<file path="config.mk">
export PLATFORM = sky130hd
export DESIGN_NAME = cache_refill_ctrl_flat
export DESIGN_NICKNAME = d
export VERILOG_FILES = /design/src/rtl/cache_refill_ctrl_if.sv /design/src/rtl/cache_refill_ctrl.sv /design/src/flat_wrapper.sv
export SDC_FILE = /design/constraint.sdc
export NUM_CORES = 1
export LEC_CHECK = 0
export BUFFER_PORTS_ARGS = -buffer_cell sky130_fd_sc_hd__buf_2
export CAP_MARGIN = 25
export CORE_MARGIN = 1.5
export CORE_UTILIZATION = 41
export CTS_BUF_LIST = sky130_fd_sc_hd__clkbuf_8
export DETAILED_ROUTE_END_ITERATION = 8
export PLACE_DENSITY = 0.88
export SKIP_CTS_REPAIR_TIMING = 1
export SYNTH_ARGS = -nofsm -noshare
export SYNTH_HDL_FRONTEND = slang
export SYNTH_SLANG_ARGS = --single-unit
</file>
<file path="constraint.sdc">
create_clock -name clk -period 1.67 [get_ports clk]
set_clock_uncertainty 0.2 [all_clocks]
set_input_delay 0.0835 -clock clk [delete_from_list [all_inputs] [get_ports clk]]
set_output_delay 0.0835 -clock clk [all_outputs]
set_load 0.05 [all_outputs]
</file>
<file path="src/rtl/cache_refill_ctrl_if.sv">
// CPU request, memory request/refill and data/tag store write signals of the refill controller.
// The master modport is the controller's view; slave is the surrounding cache/memory view.
interface cache_refill_ctrl_if;
  logic        req_valid;
  logic        req_write;
  logic [31:0] req_addr;
  logic [31:0] req_wdata;
  logic        req_ready;
  logic        hit;
  logic        resp_valid;
  logic        stall;

  logic        mem_req_valid;
  logic        mem_req_write;
  logic [31:0] mem_req_addr;
  logic [31:0] mem_req_wdata;
  logic        mem_req_ready;
  logic        mem_resp_valid;
  logic [31:0] mem_resp_data;

  logic        fill_we;
  logic [1:0]  fill_way;
  logic [11:0] fill_index;
  logic [1:0]  fill_word;
  logic [31:0] fill_data;
  logic        tag_we;

  modport master (
    input  req_valid, req_write, req_addr, req_wdata, hit,
    input  mem_req_ready, mem_resp_valid, mem_resp_data,
    output req_ready, resp_valid, stall,
    output mem_req_valid, mem_req_write, mem_req_addr, mem_req_wdata,
    output fill_we, fill_way, fill_index, fill_word, fill_data, tag_we
  );

  modport slave (
    output req_valid, req_write, req_addr, req_wdata, hit,
    output mem_req_ready, mem_resp_valid, mem_resp_data,
    input  req_ready, resp_valid, stall,
    input  mem_req_valid, mem_req_write, mem_req_addr, mem_req_wdata,
    input  fill_we, fill_way, fill_index, fill_word, fill_data, tag_we
  );
endinterface

</file>
<file path="src/rtl/cache_refill_ctrl.sv">
// Write-through, no-write-allocate cache refill controller with random (LFSR) victim selection.
// Defining CACHE_PERF_CNT_EN adds hit_count/miss_count access counters.
module cache_refill_ctrl #(
  parameter int unsigned LINE_WORDS = 4,
  parameter logic [7:0]  LFSR_SEED  = 8'h01
) (
  input  logic                 clk,
  input  logic                 rstn,
`ifdef CACHE_PERF_CNT_EN
  output logic [31:0]          hit_count,
  output logic [31:0]          miss_count,
`endif
  cache_refill_ctrl_if.master  bus
);

  localparam logic [1:0] LastBeat = 2'(LINE_WORDS - 1);

  typedef enum logic [2:0] {StIdle, StWt, StReq, StFill, StDone} state_e;

  state_e      state_q, state_d;
  logic [31:0] addr_q, addr_d;
  logic [31:0] wdata_q, wdata_d;
  logic        write_q, write_d;
  logic [1:0]  beat_q, beat_d;
  logic [1:0]  victim_q, victim_d;
  logic [7:0]  lfsr_q, lfsr_d;
  logic        resp_q, resp_d;
  logic        accept;

  assign accept = (state_q == StIdle) && bus.req_valid;
  // x^8 + x^6 + x^5 + x^4 + 1: maximal length, so a nonzero seed never reaches zero.
  assign lfsr_d = {lfsr_q[6:0], lfsr_q[7] ^ lfsr_q[5] ^ lfsr_q[4] ^ lfsr_q[3]};

  always_comb begin
    state_d           = state_q;
    addr_d            = addr_q;
    wdata_d           = wdata_q;
    write_d           = write_q;
    beat_d            = beat_q;
    victim_d          = victim_q;
    resp_d            = 1'b0;
    bus.req_ready     = 1'b0;
    bus.stall         = 1'b1;
    bus.resp_valid    = resp_q;
    bus.mem_req_valid = 1'b0;
    bus.mem_req_write = 1'b0;
    bus.mem_req_addr  = '0;
    bus.mem_req_wdata = '0;
    bus.fill_we       = 1'b0;
    bus.fill_way      = '0;
    bus.fill_index    = '0;
    bus.fill_word     = '0;
    bus.fill_data     = '0;
    bus.tag_we        = 1'b0;

    unique case (state_q)
      StIdle: begin
        bus.req_ready = 1'b1;
        bus.stall     = 1'b0;
        if (accept) begin
          addr_d  = bus.req_addr;
          wdata_d = bus.req_wdata;
          write_d = bus.req_write;
          if (bus.req_write) begin
            state_d = StWt;
          end else if (bus.hit) begin
            resp_d = 1'b1;
          end else begin
            state_d  = StReq;
            victim_d = lfsr_q[1:0];
          end
        end
      end
      StWt: begin
        bus.mem_req_valid = 1'b1;
        bus.mem_req_write = write_q;
        bus.mem_req_addr  = addr_q;
        bus.mem_req_wdata = wdata_q;
        if (bus.mem_req_ready) begin
          resp_d  = 1'b1;
          state_d = StIdle;
        end
      end
      StReq: begin
        bus.mem_req_valid = 1'b1;
        bus.mem_req_addr  = {addr_q[31:4], 4'b0000};
        if (bus.mem_req_ready) begin
          beat_d  = '0;
          state_d = StFill;
        end
      end
      StFill: begin
        bus.fill_way   = victim_q;
        bus.fill_index = addr_q[15:4];
        bus.fill_word  = beat_q;
        if (bus.mem_resp_valid) begin
          bus.fill_we   = 1'b1;
          bus.fill_data = bus.mem_resp_data;
          beat_d        = beat_q + 2'd1;
          if (beat_q == LastBeat) begin
            beat_d  = '0;
            resp_d  = 1'b1;
            state_d = StDone;
          end
        end
      end
      StDone: begin
        // Tag/valid commit for the line just filled; resp_q was set on the last beat.
        bus.tag_we     = 1'b1;
        bus.fill_way   = victim_q;
        bus.fill_index = addr_q[15:4];
        state_d        = StIdle;
      end
      default: state_d = StIdle;
    endcase
  end

  always_ff @(posedge clk) begin
    if (!rstn) begin
      state_q  <= StIdle;
      addr_q   <= '0;
      wdata_q  <= '0;
      write_q  <= 1'b0;
      beat_q   <= '0;
      victim_q <= '0;
      lfsr_q   <= LFSR_SEED;
      resp_q   <= 1'b0;
    end else begin
      state_q  <= state_d;
      addr_q   <= addr_d;
      wdata_q  <= wdata_d;
      write_q  <= write_d;
      beat_q   <= beat_d;
      victim_q <= victim_d;
      lfsr_q   <= lfsr_d;
      resp_q   <= resp_d;
    end
  end

`ifdef CACHE_PERF_CNT_EN
  always_ff @(posedge clk) begin
    if (!rstn) begin
      hit_count  <= '0;
      miss_count <= '0;
    end else if (accept) begin
      if (bus.hit) hit_count <= hit_count + 32'd1;
      else         miss_count <= miss_count + 32'd1;
    end
  end
`endif

endmodule

</file>
<file path="src/flat_wrapper.sv">
// flat-port wrapper written by rule: the top's interface ports become plain ports
module cache_refill_ctrl_flat 
#(
  parameter int unsigned LINE_WORDS = 4,
  parameter logic [7:0]  LFSR_SEED  = 8'h01
)
  (clk, rstn, bus_req_valid, bus_req_write, bus_req_addr, bus_req_wdata, bus_hit, bus_mem_req_ready, bus_mem_resp_valid, bus_mem_resp_data, bus_req_ready, bus_resp_valid, bus_stall, bus_mem_req_valid, bus_mem_req_write, bus_mem_req_addr, bus_mem_req_wdata, bus_fill_we, bus_fill_way, bus_fill_index, bus_fill_word, bus_fill_data, bus_tag_we);
  cache_refill_ctrl_if bus_i ();
  input  logic clk;
  input  logic rstn;
  input wire logic [$bits(bus_i.req_valid)-1:0] bus_req_valid;
  input wire logic [$bits(bus_i.req_write)-1:0] bus_req_write;
  input wire logic [$bits(bus_i.req_addr)-1:0] bus_req_addr;
  input wire logic [$bits(bus_i.req_wdata)-1:0] bus_req_wdata;
  input wire logic [$bits(bus_i.hit)-1:0] bus_hit;
  input wire logic [$bits(bus_i.mem_req_ready)-1:0] bus_mem_req_ready;
  input wire logic [$bits(bus_i.mem_resp_valid)-1:0] bus_mem_resp_valid;
  input wire logic [$bits(bus_i.mem_resp_data)-1:0] bus_mem_resp_data;
  output wire logic [$bits(bus_i.req_ready)-1:0] bus_req_ready;
  output wire logic [$bits(bus_i.resp_valid)-1:0] bus_resp_valid;
  output wire logic [$bits(bus_i.stall)-1:0] bus_stall;
  output wire logic [$bits(bus_i.mem_req_valid)-1:0] bus_mem_req_valid;
  output wire logic [$bits(bus_i.mem_req_write)-1:0] bus_mem_req_write;
  output wire logic [$bits(bus_i.mem_req_addr)-1:0] bus_mem_req_addr;
  output wire logic [$bits(bus_i.mem_req_wdata)-1:0] bus_mem_req_wdata;
  output wire logic [$bits(bus_i.fill_we)-1:0] bus_fill_we;
  output wire logic [$bits(bus_i.fill_way)-1:0] bus_fill_way;
  output wire logic [$bits(bus_i.fill_index)-1:0] bus_fill_index;
  output wire logic [$bits(bus_i.fill_word)-1:0] bus_fill_word;
  output wire logic [$bits(bus_i.fill_data)-1:0] bus_fill_data;
  output wire logic [$bits(bus_i.tag_we)-1:0] bus_tag_we;
  assign bus_i.req_valid = bus_req_valid;
  assign bus_i.req_write = bus_req_write;
  assign bus_i.req_addr = bus_req_addr;
  assign bus_i.req_wdata = bus_req_wdata;
  assign bus_i.hit = bus_hit;
  assign bus_i.mem_req_ready = bus_mem_req_ready;
  assign bus_i.mem_resp_valid = bus_mem_resp_valid;
  assign bus_i.mem_resp_data = bus_mem_resp_data;
  assign bus_req_ready = bus_i.req_ready;
  assign bus_resp_valid = bus_i.resp_valid;
  assign bus_stall = bus_i.stall;
  assign bus_mem_req_valid = bus_i.mem_req_valid;
  assign bus_mem_req_write = bus_i.mem_req_write;
  assign bus_mem_req_addr = bus_i.mem_req_addr;
  assign bus_mem_req_wdata = bus_i.mem_req_wdata;
  assign bus_fill_we = bus_i.fill_we;
  assign bus_fill_way = bus_i.fill_way;
  assign bus_fill_index = bus_i.fill_index;
  assign bus_fill_word = bus_i.fill_word;
  assign bus_fill_data = bus_i.fill_data;
  assign bus_tag_we = bus_i.tag_we;
  cache_refill_ctrl #(.LINE_WORDS(LINE_WORDS), .LFSR_SEED(LFSR_SEED)) u_core (.clk(clk), .rstn(rstn), .bus(bus_i));
endmodule
</file>
==> reports/qor.txt <==
outcome: finished with violations
failing checks: negative setup slack
drc violations: 0
Starting DRT DRC Count: 194
dpl ws: -0.191 ns
Initial Util: 42.2%
via count: 4,818
Sink Count: 81
IO Pins: 222
Seq/Total Area, Yosys: 41.6%
Pre-Repair DR Iteration Count: 5
most frequent cells in the layout: nand2_1, buf_2, dfxtp_1, dlygate4sd3_1, buf_8
drt total wl: 17,200 um
count of pins over their slew limit: 0
TNS Setup: -42.04 ns
total grt overflow: 0
Yosys reg bits: 81
Vias per Instance: 5.22
fin nets: 893
Die ar.: 10,100 um2
initial antenna violation count: 0
CTS clk-pin slew, worst paths: 0.09 ns
GRT Util Overall: 20.2%
final total power: 6560 uW
Cell Pwr Density: 852 nW/um2
placed cell count: 812
wl on met1: 5780 um
Routability Congestion: 0.844
root buf cell: clkbuf_8
Critical Path Fanout Max: 7
Worst Setup Slack, final: -0.331 ns
Post-Syn Nets: 589
Syn-to-layout area delta: 97.6%
Hold Crit Class: primary input to flip-flop
VDD IR-drop max: 0.601 mV
Synth top area share: 41.6%
fmax: 500 MHz
top sig layer: met4
Tightest Pin Transition: 0.354 ns
Final Hold Vio Count: 0
CTS tree: yes
Clock Tree Buf Depth: 2
max incr delay on CP: 0.37 ns
Synth cell types: 35
asr flop ratio synth: 0%
vias in the first global route: 3,706
Synth Warn #: 0
Leakage: 0.00353 uW
Synth Flop Type: dfxtp_1
first-pass GRT wire length: 16,300 um
synthesized cell area: 3900 um2
Setup violations, final: 185
H-tree depth: 3
Worst setup EP type: output pin
die width: 101 um
Worst EP arrival: 1.72 ns
Final min period: 2.00 ns
cells along the critical path: buf_12 -> xnor2_2 -> nor2_4 -> clkbuf_16 -> and2_4 -> buf_8
max_slew headroom: 76.3%
post-route ant nets: 0
period utilisation layout: 120%
clk_lat worst skew: 0.34 ns
port buffer count: 221
DPL Wire Length: 8000 um
RSZ-0062 raised after global routing: yes
Avg Cell Area, Syn: 8.04 um2
most common library cell in the layout ignoring fill and taps: nand2_1
Cells after Synth: 485
core area: 9240 um2
Synth area leaders: dfxtp_1, nand2_1, and2_1, a21boi_1, and3_1
maximum number of pins on one net before global-route repair: 66
Worst Setup Path Type: flip-flop to output pin
element type at the critical path start: flip-flop
# fillers: 493
Core Util, Final: 83.4%
cell taking the most area after synthesis: dfxtp_1
Finished Layout Cells: 923
CP max-delay cell: dfxtp_4
layout cells sized above 1: 51.3%
number of core rows: 35
number of buffers created by CTS: 9
average wire per standard cell: 18.6 um
max_cap viols: 0
WL met3: 1110 um
number of flops mapped to enable cells by yosys: 0
met2 wire len: 9110 um
n_diodes: 0
Die H: 101 um
CP required: 1.39 ns
[registers in the layout, indices dropped and copies added, names as in the netlist]
register and flops:
u_core.addr_q 32, u_core.beat_q 2, u_core.bus.resp_valid 1, u_core.lfsr_q 8, u_core.state_q 3, u_core.victim_q 2
u_core.wdata_q 32, u_core.write_q 1
[critical path, delay by kind of cell (launching register included)]
family | cells | cell delay, ns
DFF | 1 | 0.37
and+or+nand+nor | 2 | 0.38
buffers and inverters | 3 | 0.48
xor gates and xnor gates | 1 | 0.14
[per-stage QoR]
step                instance area [um2]  hold slack, ns
floorplan                          4190          0.0183
global placement                   5410           0.125
detailed placement                 5410           0.130
CTS                                5630          -0.250
global route                       7700          0.0470
finish                             7700          0.0470
[routing by layer]
metal  track usage (%)  vias to the layer above
met5                 0                        -
met2              39.1                      327
li1                  -                     2173
met4              8.56                        0
met1              21.2                     2222
met3              3.81                       96
[worst paths after layout]
path | startpoint | endpoint | slack, ns | depth (start not counted)
setup / recovery | u_core.state_q[1]$_SDFFE_PN0P_ | bus_mem_req_addr[9] | -0.33 | 6
hold / removal | bus_mem_resp_valid | u_core.beat_q[0]$_SDFFE_PN0P_ | 0.05 | 4
setup reg to reg | u_core.state_q[0]$_SDFFE_PN0P_ | u_core.wdata_q[17]$_SDFFE_PN0P_ | -0.32 | 9
hold reg to reg | u_core.lfsr_q[2]$_SDFF_PN0_ | u_core.lfsr_q[3]$_SDFF_PN0_ | 0.25 | 1
[final cells by class]
type	count	area, um2	share of cell area, %
Timing Repair Buffer	334	3260	42.3
Multi-Input combinational cell	360	2410	31.3
Sequential cell	81	1630	21.2
Tap cell	129	161	2.10
Clock buffer	9	124	1.61
Clock inverter	7	101	1.32
Inverter	3	11.3	0.146
[Yosys cell counts (all sizes together) (2+ instances only)]
cell and number:
and3 35, nand2b 2, mux2i 2, a21boi 66
dfxtp 81, buf 20, nand2 136, xnor2 2
a31o 2, inv 3, xor2 2, nor3 3
nor2 5, and2 74, nor3b 2, a221oi 2
nor2b 15, clkbuf 21
[power by group]
group / leakage (uW) / switching (uW) / internal [uW]
combinational: 0.00275 / 1450 / 1240
sequential: 0.000665 / 134 / 2110
clock: 0.000112 / 773 / 859
[cells by family (layout without fill, tap and decap cells)]
logic type                 after synthesis  in the layout  synth area share (%)
muxes                                    2              2                 0.513
xor gates and xnor gates                 4              4                 0.899
DFF                                     81             81                  41.6
AOI/OAI and AO/OA                       75             75                  14.4
and+or+nand+nor                        278            278                  36.4
buffers and inverters                   44            353                  5.94
adders and majority gates                1              1                 0.321
Note: power is estimated with default switching activity, not from simulation.
